==> src/rtl/memory_address_selector_pkg.sv <==
// Shared select-code constants and default width for the memory address selector.
package memory_address_selector_pkg;

    localparam int ADDR_WIDTH_DEFAULT = 16;

    localparam logic [1:0] SEL_ZERO  = 2'd0;
    localparam logic [1:0] SEL_ONE   = 2'd1;
    localparam logic [1:0] SEL_TWO   = 2'd2;
    localparam logic [1:0] SEL_THREE = 2'd3;

endpackage : memory_address_selector_pkg

==> src/rtl/memory_address_selector_mux4.sv <==
// Combinational WIDTH-bit 4:1 mux; only the selected input reaches the output.
module memory_address_selector_mux4
    import memory_address_selector_pkg::*;
#(
    parameter int WIDTH = ADDR_WIDTH_DEFAULT
) (
    input  logic [1:0]       i_sel,
    input  logic [WIDTH-1:0] i_zero,
    input  logic [WIDTH-1:0] i_one,
    input  logic [WIDTH-1:0] i_two,
    input  logic [WIDTH-1:0] i_three,
    output logic [WIDTH-1:0] o_data
);

    always_comb begin
        o_data = i_zero;
        case (i_sel)
            SEL_ZERO:  o_data = i_zero;
            SEL_ONE:   o_data = i_one;
            SEL_TWO:   o_data = i_two;
            SEL_THREE: o_data = i_three;
            default:   o_data = i_zero;
        endcase
    end

endmodule : memory_address_selector_mux4

==> src/rtl/memory_address_selector.sv <==
// Registered 4:1 memory address selector with load enable, valid flag and select echo.
module memory_address_selector
    import memory_address_selector_pkg::*;
#(
    parameter int WIDTH = ADDR_WIDTH_DEFAULT
) (
    input  logic             clk,
    input  logic             reset,
    input  logic             en,
    input  logic [1:0]       m_addr,
    input  logic [WIDTH-1:0] three,
    input  logic [WIDTH-1:0] two,
    input  logic [WIDTH-1:0] one,
    input  logic [WIDTH-1:0] zero,
    output logic [WIDTH-1:0] addr_out,
    output logic             addr_valid,
    output logic [1:0]       sel_out
);

    logic [WIDTH-1:0] w_mux_data;
    logic [WIDTH-1:0] r_addr;
    logic [1:0]       r_sel;
    logic             r_valid;

    memory_address_selector_mux4 #(
        .WIDTH (WIDTH)
    ) u_mux4 (
        .i_sel   (m_addr),
        .i_zero  (zero),
        .i_one   (one),
        .i_two   (two),
        .i_three (three),
        .o_data  (w_mux_data)
    );

    // Reset wins over en; without en every register simply holds.
    always_ff @(posedge clk) begin
        if (reset) begin
            r_addr  <= '0;
            r_sel   <= SEL_ZERO;
            r_valid <= 1'b0;
        end else if (en) begin
            r_addr  <= w_mux_data;
            r_sel   <= m_addr;
            r_valid <= 1'b1;
        end
    end

    assign addr_out   = r_addr;
    assign sel_out    = r_sel;
    assign addr_valid = r_valid;

endmodule : memory_address_selector

==> config.mk <==
export PLATFORM = sky130hd
export DESIGN_NAME = memory_address_selector
export DESIGN_NICKNAME = d
export VERILOG_FILES = /design/src/rtl/memory_address_selector_pkg.sv /design/src/rtl/memory_address_selector_mux4.sv /design/src/rtl/memory_address_selector.sv
export SDC_FILE = /design/constraint.sdc
export NUM_CORES = 1
export LEC_CHECK = 0
export ABC_AREA = 1
export CAP_MARGIN = 20
export CORE_MARGIN = 2
export CORE_UTILIZATION = 34
export CTS_BUF_LIST = sky130_fd_sc_hd__clkbuf_8 sky130_fd_sc_hd__clkbuf_16
export CTS_CLUSTER_SIZE = 25
export DETAILED_ROUTE_END_ITERATION = 6
export PLACE_DENSITY_LB_ADDON = 0.25
export SLEW_MARGIN = 20
export SYNTH_ARGS = -nofsm -noshare
export SYNTH_HDL_FRONTEND = slang
export SYNTH_SLANG_ARGS = --single-unit
export TNS_END_PERCENT = 10
==> constraint.sdc <==
create_clock -name clk -period 1.27 [get_ports clk]
set_input_delay 0.1905 -clock clk [delete_from_list [all_inputs] [get_ports clk]]
set_output_delay 0.1905 -clock clk [all_outputs]
set_load 0.02 [all_outputs]
# == Yosys cells after proc, flatten, opt, wreduce, memory -nomap -nowiden ==
# Index checks and enable logic that the tools add are counted.
# totals
reg_bits,19
# op_classes
eq_ne,3
muxes,1
n_reduce_logical,1
# op_table
operator,count
case mux 16 bit (4 select lines),1
equality test 2 bit (second input constant),2
equality test 2 x 1 -> 1 bit (second input constant),1
zero test 2 bit,1

# == Depth between registers and ports, before layout ==
# Gate-level depths: netlist of the first run.
# depth
depth_word,2
depth_mapped,8
depth_no_buf,6

# == Modules after synthesis ==
# Synthesis of the first run repeated with hierarchy kept, for this count alone.
# hier_totals
cells_unflattened,211
hier_area_um2,1395.1
# modules_own_cells
module,cells_each,area_each_um2,seq_area_each_um2,n_inst
memory_address_selector,117,870.8,380.4,1
memory_address_selector_mux4,94,524.3,0.0,1

# == Worst setup path after synthesis of the first run ==
# No wires, ideal clock.
# synth_timing
path_type,input-to-reg
from,input m_addr[0]
to,register r_addr[10] (netlist: addr_out[10])
arrival_time_ns,0.891
cell_stages,6
slack_ns,0.247
n_path_buf,2
path_cell_list,buf_4 nor2_2 buf_2 a21oi_1 nand2_1 a21oi_1
# synth_via
elab_chain_len,2
word_cells_on_any_way,5
cone_classes,eq/ne: 3; mux: 1; reduce/logical: 1
# synth_rtl
item,line,rtl
"start, declared",memory_address_selector.sv:10,"input logic [1:0] m_addr,"
equality test 2 bit (tied with other cells),memory_address_selector_mux4.sv:17,case (i_sel)
case mux 16 bit (4 select lines) (*),memory_address_selector_mux4.sv:17,
"end signal, assigned",memory_address_selector.sv:43,r_addr <= w_mux_data;
"end, declared",memory_address_selector.sv:21,logic [WIDTH-1:0] r_addr;
# Mark *: on every way between the ends. The rest lies on a longest branch, timed or not.
# A chain may end at the register's enable or synchronous reset.

# == Final worst setup path of the first run ==
# layout_timing
from,register r_sel[0] (netlist: sel_out[0])
to,output sel_out[0]
# layout_rtl
item,line,rtl
"start, declared",memory_address_selector.sv:22,logic [1:0] r_sel;
"start signal, assigned",memory_address_selector.sv:44,r_sel <= m_addr;
"end, declared",memory_address_selector.sv:17,output logic [1:0] sel_out
# No word-level cell between the ends.

==> results of run 1 <==
## placed cells by master (no fill, tap or decap), drive strengths merged
cell and instances:
clkbuf 3, dfxtp 19, dlygate4sd2 19, clkdlybuf4s50 66
inv 21, dlymetal6s2s 2, nand2 49, nand3 32
a21oi 32, buf 11, clkinv 1, o21bai 16
o21ai 4, nor2 3
## kinds of logic after synthesis
kind of cell           Yosys count  share of synthesized area, %
buffers and inverters           34                          12.6
AOI/OAI and AO/OA               52                          25.3
DFF                             19                          32.0
and+or+nand+nor                 84                          30.1
## power by group through the flow
stage | sequential [mW] | combinational [mW] | clock [mW]
finish | 0.658 | 0.563 | 0.422
global route | 0.663 | 0.613 | 0.449
CTS | 0.658 | 0.566 | 0.429
detailed placement | 0.672 | 0.591 | 0
global placement | 0.674 | 0.585 | 0
floorplan | 0.720 | 0.199 | 0
## Yosys cell counts, types with 3 or more instances
cell type,n,area share (%)
inv_2,4,1.3
dfxtp_1,19,32
nand2_1,49,15
clkbuf_1,3,0.95
a21oi_1,32,13
o21bai_1,16,10
inv_1,17,5.4
buf_2,6,2.5
buf_4,4,2.5
nand3_1,32,13
## layout make-up
type                            instances  area [um2]
Timing Repair Buffer                   98         935
Clock buffer                            3        41.3
Sequential cell                        19         380
Clock inverter                          1        5.00
Inverter                               21        81.3
Fill cell                             343        1180
Multi-Input combinational cell        136         658
Tap cell                               46        57.6
## per-layer routing
metal	up-vias	GRT usage, %	wire [um]
li1	801	-	-
met2	71	35.9	1870
met4	0	5.00	74
met3	6	5.89	326
met5	-	0	0
met1	662	23.8	1660
## path summary, 6_finish.rpt
path	endpoint	slack, ns
max reg2reg	addr_out[12]$_SDFFE_PP0P_	0.65
min	addr_out[2]$_SDFFE_PP0P_	0.46
min reg2reg	addr_out[2]$_SDFFE_PP0P_	0.46
max	sel_out[0]	0.13
## repair_timing
action | CTS | global route
pin swaps | 0 | 0
endpoints found under the setup margin | 19 | 14
resized for setup | 19 | 3
## flip-flops by register name, summed over array words and instances (netlist names)
signal	flops
addr_valid	1
addr_out	16
sel_out	2
==> impl_metrics.yaml, run 1 <==
worst_setup_path:
  crit_arrival_ns: 0.95
  cp_top_family: "flip-flops"
  path_buf_inv: 1
  cp.depth: 1
  required_ns: 1.08
  path_max_fanout: 2
  slowest_delay_ns: 0.35
  slowest_stage: "dfxtp_1"
  cp-start-kind: "flop"
  rr_startpoint: "addr_out[12]$_SDFFE_PP0P_"
  reg2regPathDepth: 2
  crit_chain: "dlygate4sd2_1"
  path_class: "reg -> out"
  crit_start: "sel_out[0]$_SDFFE_PP0P_"
  end_kind: "primary output"
placement:
  dp_slack_ns: -0.264
  port_buffers: 87
  gp_congestion: 0.769
  placed_area_um2: 2130
  place_inst: 320
  hpwlAfterDp_mm: 3.05
clocking:
  clkTransAtPathRegs_ns: 0.07
  cts_buffer_depth: 2
  cts_tree: "built"
  cts_hold_buf: 0
  cts_max_level: 1
  clk_root_buffer_cell: "clkbuf_8"
  cts_sinks: 19
  postCtsSetupRepairBufs: 0
  cts_made_buffers: 3
  clk_latency_ns: 0.25
routing:
  antenna_left: 0
  drc: 0
  vias: 1540
  drtPass1Iterations: 4
  wl_per_cell_um: 12.1
  drt_iter0_drc: 103
  vias_per_cell: 4.75
  wl_mm: 3.93
power_and_ir_drop:
  vdd_drop_max_mv: 0.761
  seqPwrFrac_pct: 40.0
  p_clk_share_pct: 25.7
  p_sw_share_pct: 28.6
  p_leak_nw: 1.02
  combinationalPowerShare_pct: 34.3
  intPower_mw: 1.17
  power_mw: 1.64
  power_density_nw_per_um2: 761
  power_switching_mw: 0.470
timing:
  rsz0062_at_grt: "false"
  finalHoldViolCount: 0
  finalWorstSetupSlack_ns: 0.128
  fmax_mhz: 876
  worst_pin_slew_ns: 0.445
  post-route-period-util_pct: 89.9
  skew_ns: 0
  setup_viol: 0
  slew_violations: 0
  slew_headroom_pct: 70.3
  worst_hold_slack_ns: 0.460
  finalSetupTns_ns: 0
  fin_crit_ns: 1.14
yosys:
  ys_seq_area_share_pct: 32.0
  ys.flop_type: "dfxtp_1"
  syn_nets: 258
  netlist_instances: 189
  async_reset_ff_share_pct: 0
  yosysWarnings: 0
  synth-edff-count: 0
  synth.avg_cell_area_um2: 6.29
  ys_ff_latch: 19
  synthDistinctLibCells: 14
  syn-cell-area_um2: 1190
layout:
  drive_above_1_share_pct: 7.19
  finalNonFillerCells: 324
  design_area_um2: 2160
  area_delta_synth_final_pct: 81.6
  diodes: 0
  nets: 348
  fin_util_pct: 64.7
status:
  status: "finished, final reports clean"
floorplan:
  die_w_um: 63.1
  top_level_ports: 88
  dieArea_um2: 3980
  start_util_pct: 35.6
  fp.dieH_um: 63.1
  rows: 21
  core-area_um2: 3340
global_route:
  grt_pass1_wl_mm: 6.48
  track_usage_pct: 20.2
  antenna_found_initial: 0
  grt_pass1_vias: 1442
  grt_start_max_net_pins: 29
  overflow: 0
hold_path:
  hold_path.startpoint: "addr_out[2]$_SDFFE_PP0P_"
  hold_class: "reg -> reg"
  worstHoldPathCells: 2
run:
  max_cap_viol_count: 0
Power figures use the tool's default switching activity.
==> run 2, diff against run 1 <==
--- a/config.mk
+++ b/config.mk
@@ -17,4 +17,4 @@
 export SYNTH_ARGS = -nofsm -noshare
 export SYNTH_HDL_FRONTEND = slang
 export SYNTH_SLANG_ARGS = --single-unit
-export TNS_END_PERCENT = 10
+export TNS_END_PERCENT = 50
==> constraint.sdc (replaced) <==
create_clock -name clk -period 1.1 [get_ports clk]
set_input_delay 0.165 -clock clk [delete_from_list [all_inputs] [get_ports clk]]
set_output_delay 0.165 -clock clk [all_outputs]
set_load 0.02 [all_outputs]
==> run 2 against run 1 <==
Compared with the run above: cell area fell by 1.3%; clock skew unchanged; wire length is 0.66% higher; largest power group unchanged.
==> impl_metrics.yaml, run 2 (synthesized netlist as in run 1, its figures left out) <==
clocking:
  cts_max_level: 1
  clk_root_buffer_cell: "clkbuf_8"
  cts_buffer_depth: 2
  cts_tree: "built"
  clkTransAtPathRegs_ns: 0.08
  cts_sinks: 19
  clk_latency_ns: 0.25
  cts_made_buffers: 3
layout:
  multiInputGateArea_um2: 658
  nets: 349
  largest_reg_flops: 16
  regArea_um2: 380
  layout_common_cells: "clkdlybuf4s50_1, nand2_1, nand3_1, a21oi_1, dfxtp_1"
  finalNonFillerCells: 325
  diodes: 0
  n_fill_cell: 307
  drive_above_1_share_pct: 11.8
  final_common_cell: "clkdlybuf4s50_1"
  area_delta_synth_final_pct: 79.3
worst_setup_path:
  reg2reg_to: "addr_out[6]$_SDFFE_PP0P_"
  required_ns: 0.94
  cp_top_family: "flip-flops"
  crit_arrival_ns: 0.91
  cp-start-kind: "flop"
  path_max_fanout: 2
  slowest_delay_ns: 0.34
  crit_chain: "clkdlybuf4s15_1"
  path_buf_inv: 1
  end_kind: "primary output"
  reg2regPathDepth: 2
  slowest_stage: "dfxtp_1"
  rr_startpoint: "addr_out[6]$_SDFFE_PP0P_"
  regToRegSetupSlack_ns: 0.46
  path_class: "reg -> out"
global_route:
  grt_pass1_wl_mm: 6.44
  antenna_found_initial: 0
  overflow: 0
  grt_pass1_vias: 1460
  track_usage_pct: 20.5
  grt_start_max_net_pins: 28
placement:
  place_inst: 321
  hpwlAfterDp_mm: 3.15
  port_buffers: 87
  gp_congestion: 0.763
timing:
  rsz0062_at_grt: "false"
  setup_viol: 0
  post-route-period-util_pct: 97.6
  finalHoldViolCount: 0
  worst_pin_slew_ns: 0.287
  fin_crit_ns: 1.07
  fmax_mhz: 932
  skew_ns: 0
  finalSetupTns_ns: 0
  slew_headroom_pct: 80.8
  slew_violations: 0
routing:
  wl_per_cell_um: 12.2
  antenna_left: 0
  vias: 1535
  drc: 0
  wl_mm: 3.95
  vias_per_cell: 4.72
  drtPass1Iterations: 4
  drt_iter0_drc: 134
hold_path:
  hold_class: "reg -> reg"
  worstHoldPathCells: 2
  hold_path.startpoint: "addr_out[4]$_SDFFE_PP0P_"
  holdPathEnd: "addr_out[4]$_SDFFE_PP0P_"
power_and_ir_drop:
  vdd_drop_max_mv: 0.488
  power_switching_mw: 0.550
  intPower_mw: 1.35
  power_density_nw_per_um2: 892
  p_sw_share_pct: 28.9
  p_leak_nw: 0.955
  p_clk_share_pct: 26.0
  seqPwrFrac_pct: 40.0
  combinationalPowerShare_pct: 34.0
floorplan:
  core-area_um2: 3340
  dieArea_um2: 3980
  fp.dieH_um: 63.1
  start_util_pct: 35.6
  top_level_ports: 88
  die_w_um: 63.1
  rows: 21
status:
  status: "finished, final reports clean"
run:
  max_cap_viol_count: 0
-- run 2: how the worst max path moves through the flow --
stage                               from                        end  slack, ns  cells after the start
2_1_floorplan                  m_addr[0]  addr_out[10]$_SDFFE_PP0P_       0.10                      6
3_3_place_gp                   m_addr[1]   addr_out[3]$_SDFFE_PP0P_      -0.37                      7
3_5_place_dp                   m_addr[1]   addr_out[3]$_SDFFE_PP0P_      -0.39                      7
4_1_cts         addr_out[4]$_SDFFE_PP0P_                addr_out[4]     0.0009                      1
5_1_grt         addr_out[2]$_SDFFE_PP0P_                addr_out[2]      0.001                      1
6_report       addr_out[15]$_SDFFE_PP0P_               addr_out[15]       0.03                      1
-- run 2: area by class of cell --
type,instances,area share [%]
Multi-Input combinational cell,136,30.9
Clock buffer,3,1.94
Inverter,21,3.93
Tap cell,46,2.70
Timing Repair Buffer,99,42.5
Sequential cell,19,17.9
Clock inverter,1,0.235
-- run 2: metrics by stage --
stage | setup WS (ns) | instance area, um2 | utilization, % | hold WS (ns) | total power, mW
after floorplan | 0.102 | 1190 | - | 0.385 | 1.06
after global placement | -0.366 | 2140 | 64.0 | 0.447 | 1.46
after detailed placement | -0.387 | 2140 | 64.0 | 0.455 | 1.46
after CTS | 0.000871 | 2180 | 65.3 | 0.463 | 1.93
after global routing | 0.00106 | 2130 | 63.9 | 0.493 | 2.01
final | 0.0269 | 2130 | 63.9 | 0.465 | 1.90
-- run 2: power groups by stage --
stage / combinational [mW] / sequential [mW] / clock (mW)
after floorplan: 0.230 / 0.831 / 0
after global placement: 0.679 / 0.778 / 0
after detailed placement: 0.686 / 0.776 / 0
after CTS: 0.663 / 0.761 / 0.510
after global routing: 0.706 / 0.767 / 0.538
final: 0.647 / 0.761 / 0.494
-- run 2: what timing repair did --
item                                    4_1_cts  5_1_grt
hold buffers                                  0        0
buffers inserted                              0        0
resized for setup                            37       17
endpoints found under the setup margin       35       16
hold endpoints to repair                      0        0
-- run 2: per-layer routing --
layer | wire length (um) | track usage, % | up-vias | share of wire [%]
met5 | 0 | 0 | - | 0
met1 | 1630 | 23.6 | 672 | 41
met4 | 82 | 7.78 | 0 | 2.1
met2 | 1940 | 36.2 | 57 | 49
li1 | - | - | 800 | -
met3 | 297 | 5.18 | 6 | 7.5
